==> config.mk <==
export PLATFORM = sky130hd
export DESIGN_NAME = mem_bus_master
export DESIGN_NICKNAME = d
export VERILOG_FILES = /design/src/rtl/mem_bus_pkg.sv /design/src/rtl/mem_lane_unit.sv /design/src/rtl/mem_bus_master.sv
export SDC_FILE = /design/constraint.sdc
export NUM_CORES = 1
export LEC_CHECK = 0
export ABC_AREA = 1
export CAP_MARGIN = 20
export CORE_ASPECT_RATIO = 0.8
export CORE_MARGIN = 10
export CORE_UTILIZATION = 42
export DETAILED_ROUTE_END_ITERATION = 10
export GPL_ROUTABILITY_DRIVEN = 0
export PLACE_DENSITY_LB_ADDON = 0.05
export RECOVER_POWER = 50
export SYNTH_ARGS = -nofsm -noshare
export SYNTH_HDL_FRONTEND = slang
export SYNTH_HIERARCHICAL = 1
export SYNTH_SLANG_ARGS = --single-unit
==> constraint.sdc <==
create_clock -name clk -period 1.82 [get_ports clk]
set_input_delay 0.546 -clock clk [delete_from_list [all_inputs] [get_ports clk]]
set_output_delay 0.546 -clock clk [all_outputs]
set_load 0.02 [all_outputs]
==> src/rtl/mem_bus_pkg.sv <==
// mem_bus_pkg: shared definitions for the mem_bus_master slice.
//   READ / WRITE    : memory_rw encodings
//   SZ_BYTE/HALF/WORD : req_size codes (2'b11 is handled as a word)
//   state_e         : bus master FSM states
package mem_bus_pkg;

   localparam logic READ  = 1'b1;
   localparam logic WRITE = 1'b0;

   localparam logic [1:0] SZ_BYTE = 2'b00;
   localparam logic [1:0] SZ_HALF = 2'b01;
   localparam logic [1:0] SZ_WORD = 2'b10;

   typedef enum logic [1:0] {
      S_IDLE,
      S_READ,
      S_WRITE,
      S_RESP
   } state_e;

endpackage

==> src/rtl/mem_lane_unit.sv <==
// mem_lane_unit: combinational byte-lane logic for a big-endian word memory
// (byte offset k lives in rd_word[31-8k -: 8]).
//   rd_word     in  32  word captured from memory
//   size        in  2   request size code
//   offset      in  2   byte offset within the word (addr[1:0])
//   is_unsigned in  1   zero-extend loads when 1, sign-extend when 0
//   wdata       in  32  right-aligned store data
//   load_data   out 32  extracted and extended load value
//   store_word  out 32  word to write: rd_word with target lane(s) replaced
//                       for sub-word stores, wdata for word stores
module mem_lane_unit
   import mem_bus_pkg::*;
(
   input  logic [31:0] rd_word,
   input  logic [1:0]  size,
   input  logic [1:0]  offset,
   input  logic        is_unsigned,
   input  logic [31:0] wdata,
   output logic [31:0] load_data,
   output logic [31:0] store_word
);

   logic [7:0]  sel_byte;
   logic [15:0] sel_half;

   always_comb begin
      sel_byte   = '0;
      load_data  = rd_word;
      store_word = wdata;

      case (offset)
         2'd0:    sel_byte = rd_word[31:24];
         2'd1:    sel_byte = rd_word[23:16];
         2'd2:    sel_byte = rd_word[15:8];
         default: sel_byte = rd_word[7:0];
      endcase
      // Half lanes are chosen by offset[1] only; offset[0] is don't-care here.
      sel_half = offset[1] ? rd_word[15:0] : rd_word[31:16];

      case (size)
         SZ_BYTE: begin
            load_data  = {{24{sel_byte[7] & ~is_unsigned}}, sel_byte};
            store_word = rd_word;
            case (offset)
               2'd0:    store_word[31:24] = wdata[7:0];
               2'd1:    store_word[23:16] = wdata[7:0];
               2'd2:    store_word[15:8]  = wdata[7:0];
               default: store_word[7:0]   = wdata[7:0];
            endcase
         end
         SZ_HALF: begin
            load_data  = {{16{sel_half[15] & ~is_unsigned}}, sel_half};
            store_word = rd_word;
            if (offset[1]) store_word[15:0]  = wdata[15:0];
            else           store_word[31:16] = wdata[15:0];
         end
         default: begin
            load_data  = rd_word;
            store_word = wdata;
         end
      endcase
   end

endmodule

==> src/rtl/mem_bus_master.sv <==
// mem_bus_master: MEM-stage bus initiator for a word-wide, byte-addressed,
// big-endian data memory. One load/store per request; sub-word stores are
// done as read-modify-write because the memory always writes 4 bytes.
// Optional feature macro: MEM_ALIGN_CHECK_EN (misaligned half/word requests
// complete immediately with rsp_err=1 and no bus activity).
// Ports:
//   clk, rst_         clock; synchronous active-low reset
//   req_valid/ready   request handshake (ready only in IDLE)
//   req_we/size/unsigned/addr/wdata   request fields, latched on accept
//   rsp_valid         one-cycle completion pulse
//   rsp_rdata/rsp_err load data / misalignment flag, valid with rsp_valid
//   memory_addr/as_/rw/wr_data/rd_data   memory bus
module mem_bus_master
   import mem_bus_pkg::*;
(
   input  logic        clk,
   input  logic        rst_,
   input  logic        req_valid,
   output logic        req_ready,
   input  logic        req_we,
   input  logic [1:0]  req_size,
   input  logic        req_unsigned,
   input  logic [31:0] req_addr,
   input  logic [31:0] req_wdata,
   output logic        rsp_valid,
   output logic [31:0] rsp_rdata,
   output logic        rsp_err,
   output logic [29:0] memory_addr,
   output logic        memory_as_,
   output logic        memory_rw,
   output logic [31:0] memory_wr_data,
   input  logic [31:0] memory_rd_data
);

   state_e      state_q, state_d;
   logic [29:0] addr_q, addr_d;
   logic [1:0]  size_q, size_d;
   logic        we_q, we_d;
   logic        uns_q, uns_d;
   logic [31:0] wdata_q, wdata_d;
   logic [31:0] rdword_q, rdword_d;
   logic        err_q, err_d;

   logic        misalign;
   logic [1:0]  norm_size;
   logic [31:0] load_data;
   logic [31:0] store_word;
   logic        unused_addr_hi;

   assign unused_addr_hi = ^req_addr[31:30];
   assign norm_size      = (req_size == 2'b11) ? SZ_WORD : req_size;

   always_comb begin
      misalign = 1'b0;
`ifdef MEM_ALIGN_CHECK_EN
      if (norm_size == SZ_HALF && req_addr[0])              misalign = 1'b1;
      if (norm_size == SZ_WORD && req_addr[1:0] != 2'b00)   misalign = 1'b1;
`endif
   end

   mem_lane_unit u_lane (
      .rd_word     (rdword_q),
      .size        (size_q),
      .offset      (addr_q[1:0]),
      .is_unsigned (uns_q),
      .wdata       (wdata_q),
      .load_data   (load_data),
      .store_word  (store_word)
   );

   always_comb begin
      state_d  = state_q;
      addr_d   = addr_q;
      size_d   = size_q;
      we_d     = we_q;
      uns_d    = uns_q;
      wdata_d  = wdata_q;
      rdword_d = rdword_q;
      err_d    = err_q;

      case (state_q)
         S_IDLE: begin
            if (req_valid) begin
               addr_d  = req_addr[29:0];
               size_d  = norm_size;
               we_d    = req_we;
               uns_d   = req_unsigned;
               wdata_d = req_wdata;
               err_d   = misalign;
               if (misalign)                          state_d = S_RESP;
               else if (req_we && norm_size == SZ_WORD) state_d = S_WRITE;
               else                                   state_d = S_READ;
            end
         end
         S_READ: begin
            rdword_d = memory_rd_data;
            state_d  = we_q ? S_WRITE : S_RESP;
         end
         S_WRITE: state_d = S_RESP;
         default: state_d = S_IDLE;
      endcase
   end

   always_ff @(posedge clk) begin
      if (!rst_) begin
         state_q  <= S_IDLE;
         addr_q   <= '0;
         size_q   <= SZ_WORD;
         we_q     <= 1'b0;
         uns_q    <= 1'b0;
         wdata_q  <= '0;
         rdword_q <= '0;
         err_q    <= 1'b0;
      end else begin
         state_q  <= state_d;
         addr_q   <= addr_d;
         size_q   <= size_d;
         we_q     <= we_d;
         uns_q    <= uns_d;
         wdata_q  <= wdata_d;
         rdword_q <= rdword_d;
         err_q    <= err_d;
      end
   end

   always_comb begin
      req_ready      = (state_q == S_IDLE);
      rsp_valid      = (state_q == S_RESP);
      rsp_err        = rsp_valid & err_q;
      rsp_rdata      = (rsp_valid && !we_q && !err_q) ? load_data : '0;
      memory_addr    = {addr_q[29:2], 2'b00};
      memory_as_     = 1'b1;
      memory_rw      = READ;
      memory_wr_data = '0;
      if (state_q == S_READ) begin
         memory_as_ = 1'b0;
      end else if (state_q == S_WRITE) begin
         memory_as_     = 1'b0;
         memory_rw      = WRITE;
         memory_wr_data = store_word;
      end
   end

endmodule

==> results.cfg, run 1 <==
[floorplanning]
initial_core_util_pct = 43.0
die_y_um = 128
die-area_mm2 = 0.0199
core_mm2 = 0.0143
rows = 39
die_w_um = 155
io-pin-count = 202

[layout]
nNetsFinal = 1341
post-route-util_pct = 72.1
syn_to_final_growth_pct = 67.8
diodes = 0
fillers = 1190
drive_gt1_share_pct = 35.2

[timing]
drv_slew = 0
setup_violations = 116
rsz0062_at_grt = true
max_freq_ghz = 0.418
layout_setup_ws_ns = -0.573
fin_crit_sh_pct = 131
setup_tns_ns = -33.41
hold_viol = 0
fin_skew_ns = 0.00594
fin_crit_ns = 2.39

[critical_path]
path_max_fanout = 5
r2r_slack_ns = -0.06
critPathCaptureType = output pin
path_class = reg2out
start_kind = flip-flop
worst_ep_required_time_ns = 1.27
arrival_ns = 1.85

[grt]
grt_pass1_wl_um = 36800
grt-ovfl-total = 0
grt_antenna_before_repair = 0
grt_use_total_pct = 22.6
grt_max_degree = 57
grt_pass1_vias = 6947

[clock_network]
cts_tree = yes
clk_pin_slew_ns = 0.08
insertion_delay_ns = 0.36
htreeDepth = 3
cts-root-buf = clkbuf_16
clock_sinks = 100
cts_buffers = 9
clockBufferDepth = 2

[synthesis]
synth_edf_count = 0
yosysMostFrequentCell = nor2_1
synthTopCellsByCount = nor2_1, nand2_1, o21ai_0
async_reset_ff_share_pct = 0
ys_ff_latch = 100
synth.area.top_cells = dfxtp_1, nor2_1, o21ai_0
synth.distinct_cells = 25
synth_top_area_share_pct = 32.6
synth.cell_area_mm2 = 0.00614
synth_top_cell_by_area = dfxtp_1
syn_inst = 981
synth_ff_type = dfxtp_1
ys_seq_area_share_pct = 32.6
syn_avg_cell_area_um2 = 6.26
synth_warnings = 6

[power_and_ir_drop]
p_leak_nw = 4.60
pwr-share-comb_pct = 58.3
vdd_drop_max_mv = 0.835
p_sw_mw = 5.74
power_frac_seq_pct = 26.6
power_mw = 12.7
intPower_mw = 6.93
switching_share_pct = 45.3
pwr_density_cell_mw_per_mm2 = 1230
clkPwrFrac_pct = 15.1

[drt]
post_drt_wl_per_cell_um = 16.9
drc_errors = 0
ant_nets = 0
drt_iter0_drc = 636
totalWireLength_um = 24000
dr.pass1.iters = 5
via_count = 7333
vias_per_cell = 5.16

[status]
status = finished with violations
violations = setup timing

[placed_design]
place_hpwl_um = 17500
port_buffers = 196

[worst_hold_path]
hp-class = reg2reg

[flow_run]
drv_cap = 0
==> repair_timing <==
| item | in CTS | in global routing |
|---|---|---|
| setup endpoints to repair | 99 | 68 |
| pin swaps | 49 | 39 |
| gates resized for setup | 541 | 78 |
| cloned | 4 | 1 |
| hold buffers | 0 | 0 |
| buffers inserted | 8 | 17 |
==> cells by family after synthesis <==
family / Yosys count / share of synthesized area, %
and+or+nand+nor: 498 / 34.2
AOI/OAI and AO/OA: 204 / 17.6
buffers and inverters: 173 / 14.5
DFF: 100 / 32.6
adders and majority gates: 5 / 1.02
other: 1 / 0.0611
==> final timing paths <==
path / start / cells after the start / end
min reg2reg: addr_q[21] / 2 / addr_q[21]
min: addr_q[21] / 2 / addr_q[21]
max reg2reg: state_q[1] / 9 / wdata_q[14]
max: addr_q[1] / 9 / memory_wr_data[27]
==> layout make-up <==
cell class | count | area, um2 | area share [%]
Clock buffer | 9 | 225 | 2.19
Inverter | 78 | 322 | 3.12
Multi-Input combinational cell | 710 | 4080 | 39.6
Tap cell | 184 | 230 | 2.23
Timing Repair Buffer | 333 | 3350 | 32.5
Sequential cell | 100 | 2020 | 19.6
Timing Repair inverter | 1 | 8.76 | 0.0850
Clock inverter | 7 | 62.6 | 0.607
==> power groups by stage <==
stage          sequential [mW]  combinational, mW  clock (mW)
6_report                  3.37               7.39        1.91
5_1_grt                   3.43               8.00        2.03
4_1_cts                   3.36               6.76        1.95
3_5_place_dp              3.36               6.30           0
2_1_floorplan             3.22               3.88           0
3_3_place_gp              3.35               6.27           0
==> placed cells by master (no fill, tap or decap), types with 2 or more instances in the layout <==
cell and count:
a21oi_1 26, a21oi_2 19, a21oi_4 3, buf_12 19
buf_2 3, buf_4 104, buf_6 72, buf_8 4
clkbuf_16 10, clkdlybuf4s50_1 99, conb_1 3, dfxtp_1 95
dfxtp_4 5, dlygate4sd2_1 28, ha_1 2, ha_4 3
inv_1 39, inv_2 32, inv_4 4, inv_6 6
inv_8 2, nand2_1 118, nand2_2 25, nand2_4 4
nand2_8 5, nand3_1 30, nand3_2 32, nand3_4 2
nor2_1 212, nor2_2 14, nor2_4 56, o211ai_1 19
o21ai_0 92, o21ai_1 39, o21ai_2 4
==> through the flow <==
| stage | setup slack (ns) | cell area (um2) | cells | hold WS [ns] |
|---|---|---|---|---|
| 2_1_floorplan | -0.0541 | 6570 | 983 | 0.448 |
| 3_3_place_gp | -0.810 | 9180 | 1378 | 0.460 |
| 3_5_place_dp | -0.830 | 9180 | 1378 | 0.471 |
| 4_1_cts | -0.513 | 9910 | 1405 | 0.482 |
| 5_1_grt | -0.616 | 10300 | 1422 | 0.496 |
| 6_report | -0.573 | 10300 | 1422 | 0.476 |
==> metal layers <==
metal  vias up  share of wire (%)  global-route usage [%]
met1      3339                 43                    30.1
met3        42                 11                    6.44
met2       351                 44                    35.4
met4         0                1.9                    5.49
li1       3601                  -                       -
met5         -                  0                       0
==> registers in the layout, indices dropped and copies added, names as in the netlist <==
| signal | cells |
|---|---|
| state_q | 2 |
| rdword_q | 32 |
| addr_q | 30 |
| wdata_q | 32 |
| size_q | 2 |
| we_q | 1 |
| uns_q | 1 |
==> worst max-delay path: stages, from the launching register on <==
cell	delay, ns
dfxtp_4	0.36
buf_12	0.14
nor2_4	0.13
buf_2	0.24
a21oi_2	0.09
o21ai_1	0.16
nand3_1	0.11
nand2_1	0.09
nor2_2	0.04
buf_6	0.12
Note: power is estimated with default switching activity, not from simulation.
==> inputs of run 2 (changes only) <==
--- a/config.mk
+++ b/config.mk
@@ -9,8 +9,9 @@
 export CAP_MARGIN = 20
 export CORE_ASPECT_RATIO = 0.8
 export CORE_MARGIN = 10
-export CORE_UTILIZATION = 42
+export CORE_UTILIZATION = 58
 export DETAILED_ROUTE_END_ITERATION = 10
+export DONT_BUFFER_PORTS = 1
 export GPL_ROUTABILITY_DRIVEN = 0
 export PLACE_DENSITY_LB_ADDON = 0.05
 export RECOVER_POWER = 50
==> results.cfg, run 2 (synthesis results as in run 1) <==
[status]
status = finished with violations
violations = setup timing

[power_and_ir_drop]
vdd_drop_max_mv = 0.723
power_mw = 11.5
switching_share_pct = 47.5
clkPwrFrac_pct = 17.6
p_sw_mw = 5.47
p_leak_nw = 3.34
power_frac_seq_pct = 32.1
pwr-share-comb_pct = 50.3
pwr_density_cell_mw_per_mm2 = 1460
intPower_mw = 6.04

[timing]
max_slew.worst_pin.slew_ns = 0.564
fin_crit_ns = 2.37
fin_crit_sh_pct = 130
setup_violations = 117
hold_viol = 0
setup_tns_ns = -32.34
layout_setup_ws_ns = -0.547
fin_skew_ns = 0.00681
max_freq_ghz = 0.423
drv_slew = 0
rsz0062_at_grt = true
holdWs_ns = 0.321
relSlewSlack_pct = 62.3

[clock_network]
clock_sinks = 100
cts-root-buf = clkbuf_16
clk_pin_slew_ns = 0.08
insertion_delay_ns = 0.35
cts_buffers = 9
cts_tree = yes
htreeDepth = 3
clockBufferDepth = 2

[layout]
drive_gt1_share_pct = 29.6
reg_top3 = rdword_q x32, wdata_q x32, addr_q x30
multi_input_area_mm2 = 0.00404
register_area_mm2 = 0.00202
nNetsFinal = 1103
final_common_cell = nor2_1
final_cell_mix = nor2_1, nand2_1, o21ai_0
post-route-util_pct = 77.0
fillers = 769
syn_to_final_growth_pct = 28.8

[placed_design]
place_hpwl_um = 16000
place_ws_ns = -0.233
port_buffers = 0

[critical_path]
r2r_start = state_q[1]
path_class = reg2out
path_max_fanout = 8
critPathCaptureType = output pin
r2r-end = addr_q[23]
crit_top_cell = nand2_1
worstRegToRegCells = 7
cpMaxStageDelayCell = dfxtp_4
path_cells = inv_8 > o21ai_4 > nand2_1 > o211ai_1 > nand2_1 > nor2_1 > buf_4
r2r_slack_ns = -0.09
start_kind = flip-flop
arrival_ns = 1.82
cpPeakStageDelay_ns = 0.47
crit_start = addr_q[1]
worst_ep_required_time_ns = 1.27

[drt]
vias_per_cell = 5.96
drc_errors = 0
ant_nets = 0
totalWireLength_um = 23000
dr.pass1.iters = 7
drt_iter0_drc = 855
via_count = 6805
post_drt_wl_per_cell_um = 20.2

[grt]
grt-ovfl-total = 0
grt_antenna_before_repair = 0
grt_use_total_pct = 28.4
grt_pass1_wl_um = 35000
grt_max_degree = 99
grt_pass1_vias = 6283

[floorplanning]
io-pin-count = 202
core_mm2 = 0.0103
initial_core_util_pct = 59.7
rows = 33
die_w_um = 135
die-area_mm2 = 0.0151
die_y_um = 112

[worst_hold_path]
worstHoldStart = rst_
worstHoldPathCells = 2
hp-class = in2reg
holdPathEnd = rdword_q[0]

[flow_run]
drv_cap = 0
## run 2: cell types whose count changed in the layout (fill, tap and decap cells not counted), moves of 4 or more
| cell | delta |
|---|---|
| o21ai_0 | +9 |
| buf_12 | -4 |
| a21oi_1 | +8 |
| o21ai_1 | -8 |
| dlygate4sd2_1 | -28 |
| a21oi_2 | -7 |
| nand2_1 | +11 |
| buf_4 | -50 |
| buf_6 | -54 |
| nand3_2 | -7 |
| nand2_2 | -12 |
| clkdlybuf4s50_1 | -99 |
| nand3_1 | +5 |
## run 2: worst max path at each step
stage          cells past startpoint            endpoint  slack, ns
6_report                           7  memory_wr_data[12]      -0.55
4_1_cts                            9  memory_wr_data[25]      -0.45
5_1_grt                            7  memory_wr_data[12]      -0.60
3_3_place_gp                       7  memory_wr_data[14]      -0.18
2_1_floorplan                      9       rsp_rdata[27]      -0.05
3_5_place_dp                       7   memory_wr_data[9]      -0.23
## run 2: layout make-up
class                      instances  area share, %
sequential                       100           25.5
multi-input combinational        712           51.1
inverter                          78           4.11
clock buffer                       9           2.85
antenna                            1         0.0316
tap                              140           2.21
clock inverter                     7           1.15
timing repair buffer              94           13.1
## run 2: critical path, delay by kind of cell (launching register included)
kind	cells	cell delay, ns
buffers and inverters	2	0.24
DFF	1	0.47
and+or+nand+nor	3	0.32
AOI/OAI and AO/OA	2	0.45
## run 2: power by group through the flow
stage,clock network (mW),logic [mW],registers (mW)
2_1_floorplan,0,3.88,3.22
3_3_place_gp,0,4.67,3.62
3_5_place_dp,0,4.79,3.65
4_1_cts,2.06,5.29,3.64
5_1_grt,2.15,6.25,3.75
6_report,2.03,5.79,3.70
## run 2: per-layer routing
layer / vias up / part of all wire, % / GRT usage [%]
met1: 3117 / 40 / 37.4
li1: 3126 / - / -
met3: 73 / 12 / 8.69
met5: - / 0 / 0
met2: 489 / 45 / 43.9
met4: 0 / 3.0 / 8.02
## run 2: per-stage QoR
stage / instance area [um2] / instances
final: 7910 / 1141
after CTS: 7630 / 1135
after global routing: 7910 / 1140
after floorplan: 6570 / 983
after global placement: 6910 / 1106
after detailed placement: 6910 / 1106
## run 2: what timing repair did
action	CTS	global route
setup buffers	8	3
pin swaps	28	23
cloned	5	2
hold buffers	0	0
resized for setup	98	58
setup endpoints to repair	66	67
